<file path="config.mk">
export PLATFORM = sky130hd
export DESIGN_NAME = uart_rx_chunk_assembler
export DESIGN_NICKNAME = d
export VERILOG_FILES = /design/src/rtl/uart_chunk_defs.sv /design/src/rtl/chunk_idle_timer.sv /design/src/rtl/uart_rx_chunk_assembler.sv
export SDC_FILE = /design/constraint.sdc
export NUM_CORES = 1
export LEC_CHECK = 0
export BUFFER_PORTS_ARGS = -buffer_cell sky130_fd_sc_hd__buf_2
export CAP_MARGIN = 20
export CELL_PAD_IN_SITES_DETAIL_PLACEMENT = 1
export CELL_PAD_IN_SITES_GLOBAL_PLACEMENT = 1
export CORE_ASPECT_RATIO = 1.4
export CORE_MARGIN = 3
export CORE_UTILIZATION = 40
export CTS_BUF_LIST = sky130_fd_sc_hd__clkbuf_2
export CTS_CLUSTER_SIZE = 12
export DETAILED_ROUTE_END_ITERATION = 6
export PLACE_DENSITY_LB_ADDON = 0.1
export REMOVE_ABC_BUFFERS = 1
export SYNTH_ARGS = -nofsm -noshare
export SYNTH_HDL_FRONTEND = slang
export SYNTH_SLANG_ARGS = --single-unit
</file>
<file path="constraint.sdc">
create_clock -name CLK -period 2.9 [get_ports CLK]
set_input_delay 0.435 -clock CLK [delete_from_list [all_inputs] [get_ports CLK]]
set_output_delay 0.435 -clock CLK [all_outputs]
set_load 0.02 [all_outputs]
</file>
<file path="src/rtl/uart_chunk_defs.sv">
// Chunk state encodings and byte-lane convention shared by the RX assembler and TX chunker.
// Byte i of a chunk always occupies bits [i*8+7 : i*8] of the packed chunk bus.
package uart_chunk_defs;

  localparam logic [0:0] ST_COLLECTING = 1'b0;
  localparam logic [0:0] ST_READY      = 1'b1;

  localparam int CHUNK_BYTE_W = 8;

  function automatic int byte_lsb(input int idx);
    return idx * CHUNK_BYTE_W;
  endfunction

endpackage

</file>
<file path="src/rtl/chunk_idle_timer.sv">
// Idle timer: counts enabled cycles since the last clear, strobes expire on the final count.
// Expire is asserted combinationally in the cycle whose rising edge completes the timeout.
module chunk_idle_timer #(
  parameter int IDLE_TIMEOUT_CYCLES = 1000
) (
  input  logic CLK,
  input  logic RST,
  input  logic clear,
  input  logic run,
  output logic expire
);

  if (IDLE_TIMEOUT_CYCLES == 0) begin : g_off
    logic unused_in;
    assign unused_in = CLK ^ RST ^ clear ^ run;
    assign expire    = 1'b0;
  end else begin : g_on
    localparam int CW = $clog2(IDLE_TIMEOUT_CYCLES + 1);
    logic [CW-1:0] idle_cnt;

    // Counter holds cycles already elapsed, so the edge that would make it
    // reach the timeout is the one that flushes.
    assign expire = run && !clear && (idle_cnt == CW'(IDLE_TIMEOUT_CYCLES - 1));

    always_ff @(posedge CLK) begin
      if (RST || clear) begin
        idle_cnt <= '0;
      end else if (run) begin
        if (expire) idle_cnt <= '0;
        else        idle_cnt <= idle_cnt + CW'(1);
      end
    end
  end

endmodule

</file>
<file path="src/rtl/uart_rx_chunk_assembler.sv">
// Gathers UART RX bytes into a chunk, flushing when full or after an idle timeout.
// Registered outputs; bytes arriving while a chunk is pending are dropped with an overflow pulse.
module uart_rx_chunk_assembler
  import uart_chunk_defs::*;
#(
  parameter int BUFFER_BYTE_SIZE    = 3,
  parameter int BUFFER_INDEX_SIZE   = 32,
  parameter int IDLE_TIMEOUT_CYCLES = 1000
) (
  input  logic                            CLK,
  input  logic                            RST,
  input  logic                            is_rx_valid,
  input  logic [7:0]                      rx_data,
  input  logic                            is_chunk_consumed,
  output logic                            is_chunk_ready,
  output logic [BUFFER_INDEX_SIZE-1:0]    chunk_byte_size,
  output logic [BUFFER_BYTE_SIZE*8-1:0]   chunk_bytes,
  output logic                            is_overflow
);

  localparam int BUFFER_W = BUFFER_BYTE_SIZE * 8;
  localparam logic [BUFFER_INDEX_SIZE-1:0] FULL_COUNT = BUFFER_INDEX_SIZE'(BUFFER_BYTE_SIZE);
  localparam logic [BUFFER_INDEX_SIZE-1:0] ONE        = BUFFER_INDEX_SIZE'(1);

  logic [0:0]                   state;
  logic [BUFFER_INDEX_SIZE-1:0] byte_idx;
  logic [BUFFER_INDEX_SIZE-1:0] next_idx;
  logic [BUFFER_W-1:0]          buffer;
  logic                         timer_clear;
  logic                         timer_run;
  logic                         timer_expire;

  assign next_idx    = byte_idx + ONE;
  assign timer_clear = is_rx_valid || (state == ST_READY);
  assign timer_run   = (state == ST_COLLECTING) && (byte_idx != '0);

  chunk_idle_timer #(
    .IDLE_TIMEOUT_CYCLES(IDLE_TIMEOUT_CYCLES)
  ) u_idle_timer (
    .CLK    (CLK),
    .RST    (RST),
    .clear  (timer_clear),
    .run    (timer_run),
    .expire (timer_expire)
  );

  always_ff @(posedge CLK) begin
    if (RST) begin
      state           <= ST_COLLECTING;
      byte_idx        <= '0;
      buffer          <= '0;
      chunk_byte_size <= '0;
      is_chunk_ready  <= 1'b0;
      is_overflow     <= 1'b0;
    end else begin
      is_overflow <= 1'b0;
      case (state)
        ST_COLLECTING: begin
          if (is_rx_valid) begin
            for (int i = 0; i < BUFFER_BYTE_SIZE; i++) begin
              if (byte_idx == BUFFER_INDEX_SIZE'(i))
                buffer[byte_lsb(i) +: CHUNK_BYTE_W] <= rx_data;
            end
            byte_idx <= next_idx;
            if (next_idx == FULL_COUNT) begin
              state           <= ST_READY;
              is_chunk_ready  <= 1'b1;
              chunk_byte_size <= FULL_COUNT;
            end
          end else if (timer_expire) begin
            state           <= ST_READY;
            is_chunk_ready  <= 1'b1;
            chunk_byte_size <= byte_idx;
          end
        end
        default: begin
          if (is_chunk_consumed) begin
            if (is_rx_valid) begin
              // The accepted byte opens the next chunk; with a one-byte chunk it is already full.
              buffer   <= BUFFER_W'(rx_data);
              byte_idx <= ONE;
              if (ONE == FULL_COUNT) begin
                state           <= ST_READY;
                is_chunk_ready  <= 1'b1;
                chunk_byte_size <= ONE;
              end else begin
                state           <= ST_COLLECTING;
                is_chunk_ready  <= 1'b0;
                chunk_byte_size <= '0;
              end
            end else begin
              state           <= ST_COLLECTING;
              is_chunk_ready  <= 1'b0;
              chunk_byte_size <= '0;
              buffer          <= '0;
              byte_idx        <= '0;
            end
          end else if (is_rx_valid) begin
            is_overflow <= 1'b1;
          end
        end
      endcase
    end
  end

  assign chunk_bytes = buffer;

endmodule

</file>
==> impl_metrics.toml, run 1 <==
[power_and_ir_drop]
p_int_w = 0.00175
irDropWorstVdd_uv = 220
p_leak_nw = 2.68
p_comb_frac = 0.138
p_seq_frac = 0.580
power_density_nw_per_um2 = 362
p_sw_frac = 0.290
p_clk_frac = 0.282
switchingPower_w = 0.000711

[die]
start_util = 0.415
die_w_um = 104
num_rows = 49
pin_count = 70
core_region_area_um2 = 13000
die_h_um = 143
design.die.area_um2 = 14900

[worst_setup_path]
cp_max_fo = 11
crit_required_ps = 3440
r2r-start = "byte_idx[3]"
worstSetupPathType = "reg -> reg"
startpoint = "byte_idx[3]"
cp_cell_sequence = "nand4_4 > buf_4 > buf_4 > nor4_4 > buf_4 > xnor2_1 > nand4b_1 > a2111oi_2 > nand4_1 > a21boi_4 > buf_12 > buf_12 > mux2i_1"
cp_slowest_stage_delay_ps = 450
setup.worst_path.start_class = "flop"
crit_top_cell = "buf_4"
cp.arrival_ps = 3520
crit_slowest_cell = "dfxtp_4"
crit_path_end_kind = "flop"

[logic_synthesis]
yosysSeqAreaShare = 0.375
synth_warnings = 0
synthCells = 665
synth_cell_types = 57
synth_top_cell_area_share = 0.375
yosysTopAreaCell = "dfxtp_1"
ys.flop_type = "dfxtp_1"
synth_edf_count = 0
synthesis.area_um2 = 5400
avgSynthCellArea_um2 = 8.12
yosys-top-cells-area = "dfxtp_1, mux2i_1, nand2_1, nor2_1, a21oi_1"
ys_ff_latch = 101
async_reset_ff_frac = 0

[detailed_routing]
routed_wl_um = 18000
top_layer = "met4"
wl_met3_um = 614
drtIter0Drc = 128
drt_pass1_iterations = 4
ant_nets = 0
vias = 5447
routed-wl-met2_um = 9940
wire_per_inst_um = 18.5
wl_met1_um = 6880
drc = 0
routed_via_density = 5.59

[cts]
cts_tree = "built"
cts_inserted_buffers = 9
clockRootBuffer = "clkbuf_2"
clock_latency_ps = 610
path_clk_slew_ps = 260
h-tree-depth = 3
clock-sinks = 101
cts_buffer_depth = 2

[placed_design]
io_buffer_count = 69
dp.cells = 940
place_ws_ps = -291
hpwl_um = 12700
gp_congestion = 0.875

[status]
failed_checks = "negative setup slack"
status = "finished, violations left"

[sta]
finalSetupViolations = 32
fin_setup_tns_ps = -1360
fin_worst_skew_ps = 40.9
clock.fmax_mhz = 336
maxSlewHeadroom = 0.493
tightestPinTransition_ps = 761
finalCriticalPeriod_ps = 2970
fin_crit_sh = 1.03
rsz0062_at_grt = "true"
layout_setup_ws_ps = -74.8
slew_viol_final = 0
finalHoldViolCount = 0
hold_slack_ps = 70.3

[finish]
areaGrowthSynthToFinish_pct = 25.8
final_nets = 808
postLayoutCoreUtil = 0.523
drive_above_1_share = 0.287
stdcell_count = 974

[grt]
grt-ovfl-total = 0
grt_pass1_wl_um = 29700
grt_start_max_net_pins = 41
grt_pass1_vias = 5805
grtUsageTotal = 0.248
antenna_found_initial = 1

[hold_path]
hold_path.class = "in -> reg"
worstHoldStart = "rx_data[6]"

[run]
max-cap-violations = 0
-- state kept, by name, indices dropped and copies added (netlist names) --
register / flops
u_idle_timer.g_on.idle_cnt: 10
is_overflow: 1
chunk_bytes: 24
is_chunk_ready: 1
state: 1
byte_idx: 32
chunk_byte_size: 32
-- worst max-delay path, delay by kind of cell (launching register included) --
family	cells	cell delay (ps)
mux	1	210
xor+xnor	1	110
buf+inv	5	800
flops	1	450
compound gates	2	600
simple gates	4	770
-- final timing paths --
check,end,slack (ps),depth (start not counted)
worst max register to register,chunk_byte_size[3],-70,13
worst min-delay path,chunk_bytes[6],70,3
worst min register to register,chunk_bytes[3],480,2
worst max-delay path,chunk_byte_size[3],-70,13
-- synth_stat cells (12+ instances only) --
cell      instances
dfxtp_1         101
nand2_1          76
nor2_1           70
mux2i_1          47
a21oi_1          45
clkbuf_1         42
nand2b_1         33
o21ai_0          30
nand3_1          23
nand4_1          20
nor3_1           19
nor2b_1          13
xnor2_1          12
-- power by group through the flow --
| stage | combinational [W] | clock [W] | sequential [W] |
|---|---|---|---|
| floorplan | 0.000141 | 0 | 0.00148 |
| global placement | 0.000302 | 0 | 0.00145 |
| detailed placement | 0.000313 | 0 | 0.00146 |
| CTS | 0.000342 | 0.000728 | 0.00143 |
| global route | 0.000369 | 0.000769 | 0.00143 |
| finish | 0.000339 | 0.000692 | 0.00143 |
-- placed cells by master (no fill, tap or decap), types with 17 or more instances in the layout --
cell type	n
nand2b_1	33
nor3_1	17
nand3_1	23
buf_4	98
dfxtp_1	87
nor2_1	70
nand4_1	20
buf_2	69
o21ai_0	29
mux2i_1	45
a21oi_1	44
nand2_1	76
-- repair_timing --
item,CTS,global route
pin swaps,11,9
setup endpoints to repair,33,33
buffers inserted,14,1
resized for setup,37,8
gates cloned,2,0
hold buffers,0,0
-- layer usage --
metal  GRT usage  up-vias
li1            -     2575
met3      0.0404       38
met4       0.117        0
met1       0.256     2711
met5           0        -
met2       0.488      123
-- cell families (layout without fill, tap and decap cells) --
| group | after synthesis | count (layout) | synth area share |
|---|---|---|---|
| buf+inv | 71 | 201 | 0.0656 |
| compound gates | 112 | 112 | 0.126 |
| fa+ha+maj | 6 | 6 | 0.0139 |
| mux | 48 | 48 | 0.0892 |
| other cells | 0 | 1 | 0 |
| simple gates | 308 | 308 | 0.300 |
| flops | 101 | 101 | 0.375 |
| xor+xnor | 19 | 19 | 0.0308 |
-- layout make-up --
| cell class | count | area, um2 |
|---|---|---|
| fill | 1628 | 6210 |
| inverter | 9 | 33.8 |
| timing repair buffer | 176 | 1250 |
| antenna | 1 | 2.50 |
| multi-input combinational | 493 | 3110 |
| clock inverter | 6 | 61.3 |
| sequential | 101 | 2060 |
| clock buffer | 10 | 50.0 |
| tap | 178 | 223 |
-- metrics by stage --
stage / area [um2] / power, W
3_5_place_dp: 6350 / 0.00177
3_3_place_gp: 6350 / 0.00176
4_1_cts: 6750 / 0.00250
5_1_grt: 6790 / 0.00257
2_1_floorplan: 5080 / 0.00163
6_report: 6790 / 0.00246
No activity file was read; power rests on OpenSTA's default activity.
==> run 2: changes to the inputs <==
--- a/config.mk
+++ b/config.mk
@@ -9,7 +9,6 @@
 export CAP_MARGIN = 20
 export CELL_PAD_IN_SITES_DETAIL_PLACEMENT = 1
 export CELL_PAD_IN_SITES_GLOBAL_PLACEMENT = 1
-export CORE_ASPECT_RATIO = 1.4
 export CORE_MARGIN = 3
 export CORE_UTILIZATION = 40
 export CTS_BUF_LIST = sky130_fd_sc_hd__clkbuf_2
==> run 2 against run 1 <==
Effect of this change: core utilization increased by 1.9 points; largest cell class unchanged; count of clock-buffer cells in the layout unchanged; clock skew increased by 27 ps; the flow still finishes with violations (negative setup slack); wire length decreased by 0.71%; first-iteration DRC count increased by 120%; clock power increased by 3.6%; register-to-register slack got worse by 80 ps; non-clock buffer count increased by 18; sequential power about the same; global-route usage decreased by 0.66 points; final cell count increased by 1.3%; sequential cell count unchanged.
==> impl_metrics.toml, run 2 (synthesis results as in run 1) <==
[finish]
multiInputGateArea_um2 = 3150
n_fill_cell = 1593
areaGrowthSynthToFinish_pct = 29.7
mostFrequentLayoutCells = "buf_4, dfxtp_1, nand2_1"
seq_area_um2 = 2060
final_common_cell = "buf_4"
final_nets = 826
drive_above_1_share = 0.300

[detailed_routing]
drc = 0
drt_pass1_iterations = 4
ant_nets = 0
vias = 5412
routed_wl_um = 17900
wire_per_inst_um = 18.1
drtIter0Drc = 281
routed_via_density = 5.48

[sta]
fin_crit_sh = 1.05
finalSetupViolations = 33
rsz0062_at_grt = "true"
finalHoldViolCount = 0
finalCriticalPeriod_ps = 3050
fin_setup_tns_ps = -3030
clock.fmax_mhz = 327
layout_setup_ws_ps = -155
maxSlewHeadroom = 0.488
fin_worst_skew_ps = 68.2
slew_viol_final = 0
tightestPinTransition_ps = 768

[worst_setup_path]
worst-path-buf-inv = 3
crit_top_cell = "nand4_1"
setup.worst_path.start_class = "flop"
crit_path_end_kind = "flop"
worstSetupPathType = "reg -> reg"
crit_slowest_cell = "or4_4"
cp_top_family = "simple AND/OR/NAND/NOR gates"
cp.arrival_ps = 3650
crit_required_ps = 3500
cp_slowest_stage_delay_ps = 590
cp_cell_sequence = "buf_6 > nand3_4 > or4_4 > nor3_4 > nand4_1 > a2111oi_2 > nand4_1 > a21boi_4 > buf_4 > clkbuf_16 > mux2i_1"
cp_max_fo = 6

[placed_design]
gp_congestion = 0.857
io_buffer_count = 69
hpwl_um = 12300

[grt]
grt_util_met2 = 0.419
grtUsageTotal = 0.242
grt_start_max_net_pins = 49
grt_pass1_vias = 5660
met1_usage = 0.300
top_usage_layer = "met2"
grt-ovfl-total = 0
antenna_found_initial = 1
grt_pass1_wl_um = 28700
grt_use_met3 = 0.0464

[power_and_ir_drop]
power_density_nw_per_um2 = 356
total_power_w = 0.00249
p_leak_nw = 2.79
irDropWorstVdd_uv = 323

[cts]
path_clk_slew_ps = 320
cts_tree = "built"
cts_inserted_buffers = 9
clockRootBuffer = "clkbuf_2"
clock_latency_ps = 680
cts_buffer_depth = 2
h-tree-depth = 3
clock-sinks = 101

[die]
design.die.area_um2 = 14900
core_region_area_um2 = 12900
num_rows = 41
start_util = 0.418
pin_count = 70
die_w_um = 122
die_h_um = 122

[status]
failed_checks = "negative setup slack"
status = "finished, violations left"

[hold_path]
hold_path.class = "in -> reg"

[run]
max-cap-violations = 0
## run 2: repair_timing
action / in CTS / in global routing
endpoints found under the hold margin: 8 / 0
pin swaps: 5 / 8
buffers inserted: 9 / 16
resized for setup: 31 / 33
gates cloned: 2 / 1
hold buffers: 8 / 0
setup endpoints to repair: 34 / 33
## run 2: path summary, 6_finish.rpt
check,slack (ps),from,endpoint,cells past startpoint
hold reg to reg,470,chunk_bytes[0],chunk_bytes[0],2
hold / removal,90,is_chunk_consumed,byte_idx[0],4
setup reg to reg,-150,byte_idx[0],chunk_byte_size[12],11
setup / recovery,-150,byte_idx[0],chunk_byte_size[12],11
## run 2: cell type report
cell class,count,share of cell area
antenna,2,0.000715
sequential,101,0.295
timing repair buffer,194,0.202
multi-input combinational,493,0.450
tap,172,0.0307
clock buffer,10,0.00715
clock inverter,6,0.0102
inverter,9,0.00482
## run 2: metal layers
layer,up-vias,part of all wire
met1,2656,0.43
met3,26,0.042
met2,115,0.51
met5,-,0
li1,2615,-
met4,0,0.020
## run 2: worst register-to-register path: cells and delay by family, from the launching register on
kind                   cells  cell delay (ps)
AND/OR/NAND/NOR            5             1210
AO/OA/AOI/OAI              2              700
multiplexers               1              190
buffers and inverters      3              420
flip-flops                 1              440
## run 2: stage by stage
stage / std cells / hold WS (ps) / instance area, um2 / util / setup slack, ps
after global placement: 935 / 435 / 6360 / 0.492 / -143
after CTS: 970 / 60.6 / 6780 / 0.524 / -87.7
after detailed placement: 935 / 451 / 6360 / 0.492 / -313
after floorplan: 603 / 462 / 5080 / - / -2240
final: 987 / 86.4 / 7000 / 0.542 / -155
after global routing: 987 / 70.4 / 7000 / 0.542 / -291
## run 2: where the power goes
part	leakage, nW	internal [W]	switching [W]	total, W
Clock	0.0687	0.000208	0.000509	0.000717
Sequential	0.826	0.00141	0.0000151	0.00143
Combinational	1.90	0.000141	0.000208	0.000348
==> run 3: changes to the inputs <==
--- a/config.mk
+++ b/config.mk
@@ -7,7 +7,7 @@
 export LEC_CHECK = 0
 export BUFFER_PORTS_ARGS = -buffer_cell sky130_fd_sc_hd__buf_2
 export CAP_MARGIN = 20
-export CELL_PAD_IN_SITES_DETAIL_PLACEMENT = 1
+export CELL_PAD_IN_SITES_DETAIL_PLACEMENT = 0
 export CELL_PAD_IN_SITES_GLOBAL_PLACEMENT = 1
 export CORE_MARGIN = 3
 export CORE_UTILIZATION = 40
==> run 3 against run 2 <==
Effect of this change: register-to-register slack better by 70 ps; sequential share of layout area up 0.26 points; global-route usage fell by 2.8 points; worst setup slack improved by 72 ps; wire length fell by 12%; final cell count fell by 1.7%; highest routed layer unchanged; sequential cell count unchanged; largest power group unchanged; via count fell by 4.7%; the run still ends with negative setup slack left.
==> impl_metrics.toml, run 3 (synthesis results as in run 1) <==
[status]
status = "finished, violations left"
failed_checks = "negative setup slack"

[detailed_routing]
drt_pass1_iterations = 5
routed-wl-met2_um = 7430
routed_wl_um = 15700
wire_per_inst_um = 16.2
wl_met1_um = 7350
ant_nets = 0
wl_met3_um = 682
routed_via_density = 5.31
vias = 5155
top_layer = "met4"
drc = 0
drtIter0Drc = 324

[power_and_ir_drop]
p_leak_nw = 2.75
p_sw_frac = 0.257
irDropWorstVdd_uv = 377
p_comb_frac = 0.123
p_seq_frac = 0.530
p_int_w = 0.00200
switchingPower_w = 0.000690
power_density_nw_per_um2 = 388
p_clk_frac = 0.347

[cts]
clockRootBuffer = "clkbuf_2"
cts_buffer_depth = 2
path_clk_slew_ps = 280
cts_inserted_buffers = 9
h-tree-depth = 3
clock_latency_ps = 640
clock-sinks = 101
cts_tree = "built"

[sta]
finalSetupViolations = 14
slew_viol_final = 0
fin_worst_skew_ps = 25.4
finalHoldViolCount = 0
clock.fmax_mhz = 335
finalCriticalPeriod_ps = 2980
maxSlewHeadroom = 0.497
rsz0062_at_grt = "true"
tightestPinTransition_ps = 755
hold_slack_ps = 44.0
fin_crit_sh = 1.03
layout_setup_ws_ps = -82.6

[placed_design]
io_buffer_count = 69
place_ws_ps = -267
gp_congestion = 0.857
hpwl_um = 11100

[grt]
antenna_found_initial = 0
grt_pass1_wl_um = 25500
grtUsageTotal = 0.214
grt_start_max_net_pins = 49
grt_pass1_vias = 5047
grt-ovfl-total = 0

[die]
pin_count = 70
start_util = 0.418
num_rows = 41
design.die.area_um2 = 14900
die_w_um = 122
core_region_area_um2 = 12900
die_h_um = 122

[finish]
drive_above_1_share = 0.289
num_antenna_cells = 0
final_nets = 812
areaGrowthSynthToFinish_pct = 28.4
postLayoutCoreUtil = 0.536
final_common_cell = "buf_4"
n_fill_cell = 1281
mostFrequentLayoutCells = "buf_4, dfxtp_1, nand2_1"

[worst_setup_path]
cp.arrival_ps = 3560
cp_max_fo = 5
worstSetupPathType = "reg -> reg"
crit_path_end_kind = "flop"
setup.worst_path.start_class = "flop"
crit_required_ps = 3480

[hold_path]
hold_path.class = "in -> reg"

[run]
max-cap-violations = 0
==> run 3: cell type report <==
type / count / area (um2) / share of cell area
tap: 172 / 215 / 0.0310
clock buffer: 9 / 45.0 / 0.00650
timing repair buffer: 180 / 1270 / 0.184
inverter: 9 / 33.8 / 0.00487
multi-input combinational: 493 / 3170 / 0.457
sequential: 101 / 2060 / 0.297
clock inverter: 6 / 136 / 0.0197
==> run 3: per-layer routing <==
layer | GRT usage | vias to the layer above
li1 | - | 2586
met1 | 0.284 | 2445
met2 | 0.355 | 108
met3 | 0.0418 | 16
met4 | 0.0595 | 0
met5 | 0 | -
==> run 3: final timing paths <==
check,cells past startpoint,startpoint,slack [ps],end
setup / recovery,11,byte_idx[1],-80,chunk_byte_size[1]
hold / removal,3,rx_data[4],40,chunk_bytes[4]
setup reg to reg,11,byte_idx[1],-80,chunk_byte_size[1]
hold reg to reg,2,chunk_bytes[5],470,chunk_bytes[5]
==> run 3: critical path: stages (launching register included) <==
cell and delay (ps):
dfxtp_4 440, ha_4 170, nand4_4 140, or4_4 560, o21ai_2 130, nand4_1 130
a2111oi_4 330, nand4_1 220, a21boi_4 220, buf_6 170, buf_4 120, mux2_4 280
==> run 3: through the flow <==
step	cell area [um2]	power (W)	cells	TNS [ps]
finish	6930	0.00269	970	-337
floorplan	5080	0.00163	603	-70310
CTS	6780	0.00272	962	-206
detailed placement	6360	0.00176	935	-6980
global route	6930	0.00280	970	-4820
global placement	6360	0.00175	935	-3890
==> run 3: power by group through the flow <==
stage | clock network [W] | logic (W) | registers (W)
after global placement | 0 | 0.000301 | 0.00145
after detailed placement | 0 | 0.000305 | 0.00145
final | 0.000933 | 0.000330 | 0.00142
after CTS | 0.000964 | 0.000326 | 0.00143
after floorplan | 0 | 0.000141 | 0.00148
after global routing | 0.00100 | 0.000363 | 0.00143
==> run 3: what timing repair did <==
action | in CTS | in global routing
cloned | 1 | 1
endpoints found under the hold margin | 4 | 0
setup buffers | 7 | 8
pin swaps | 6 | 11
resized for setup | 32 | 26
hold buffers | 4 | 0
setup endpoints to repair | 33 | 33
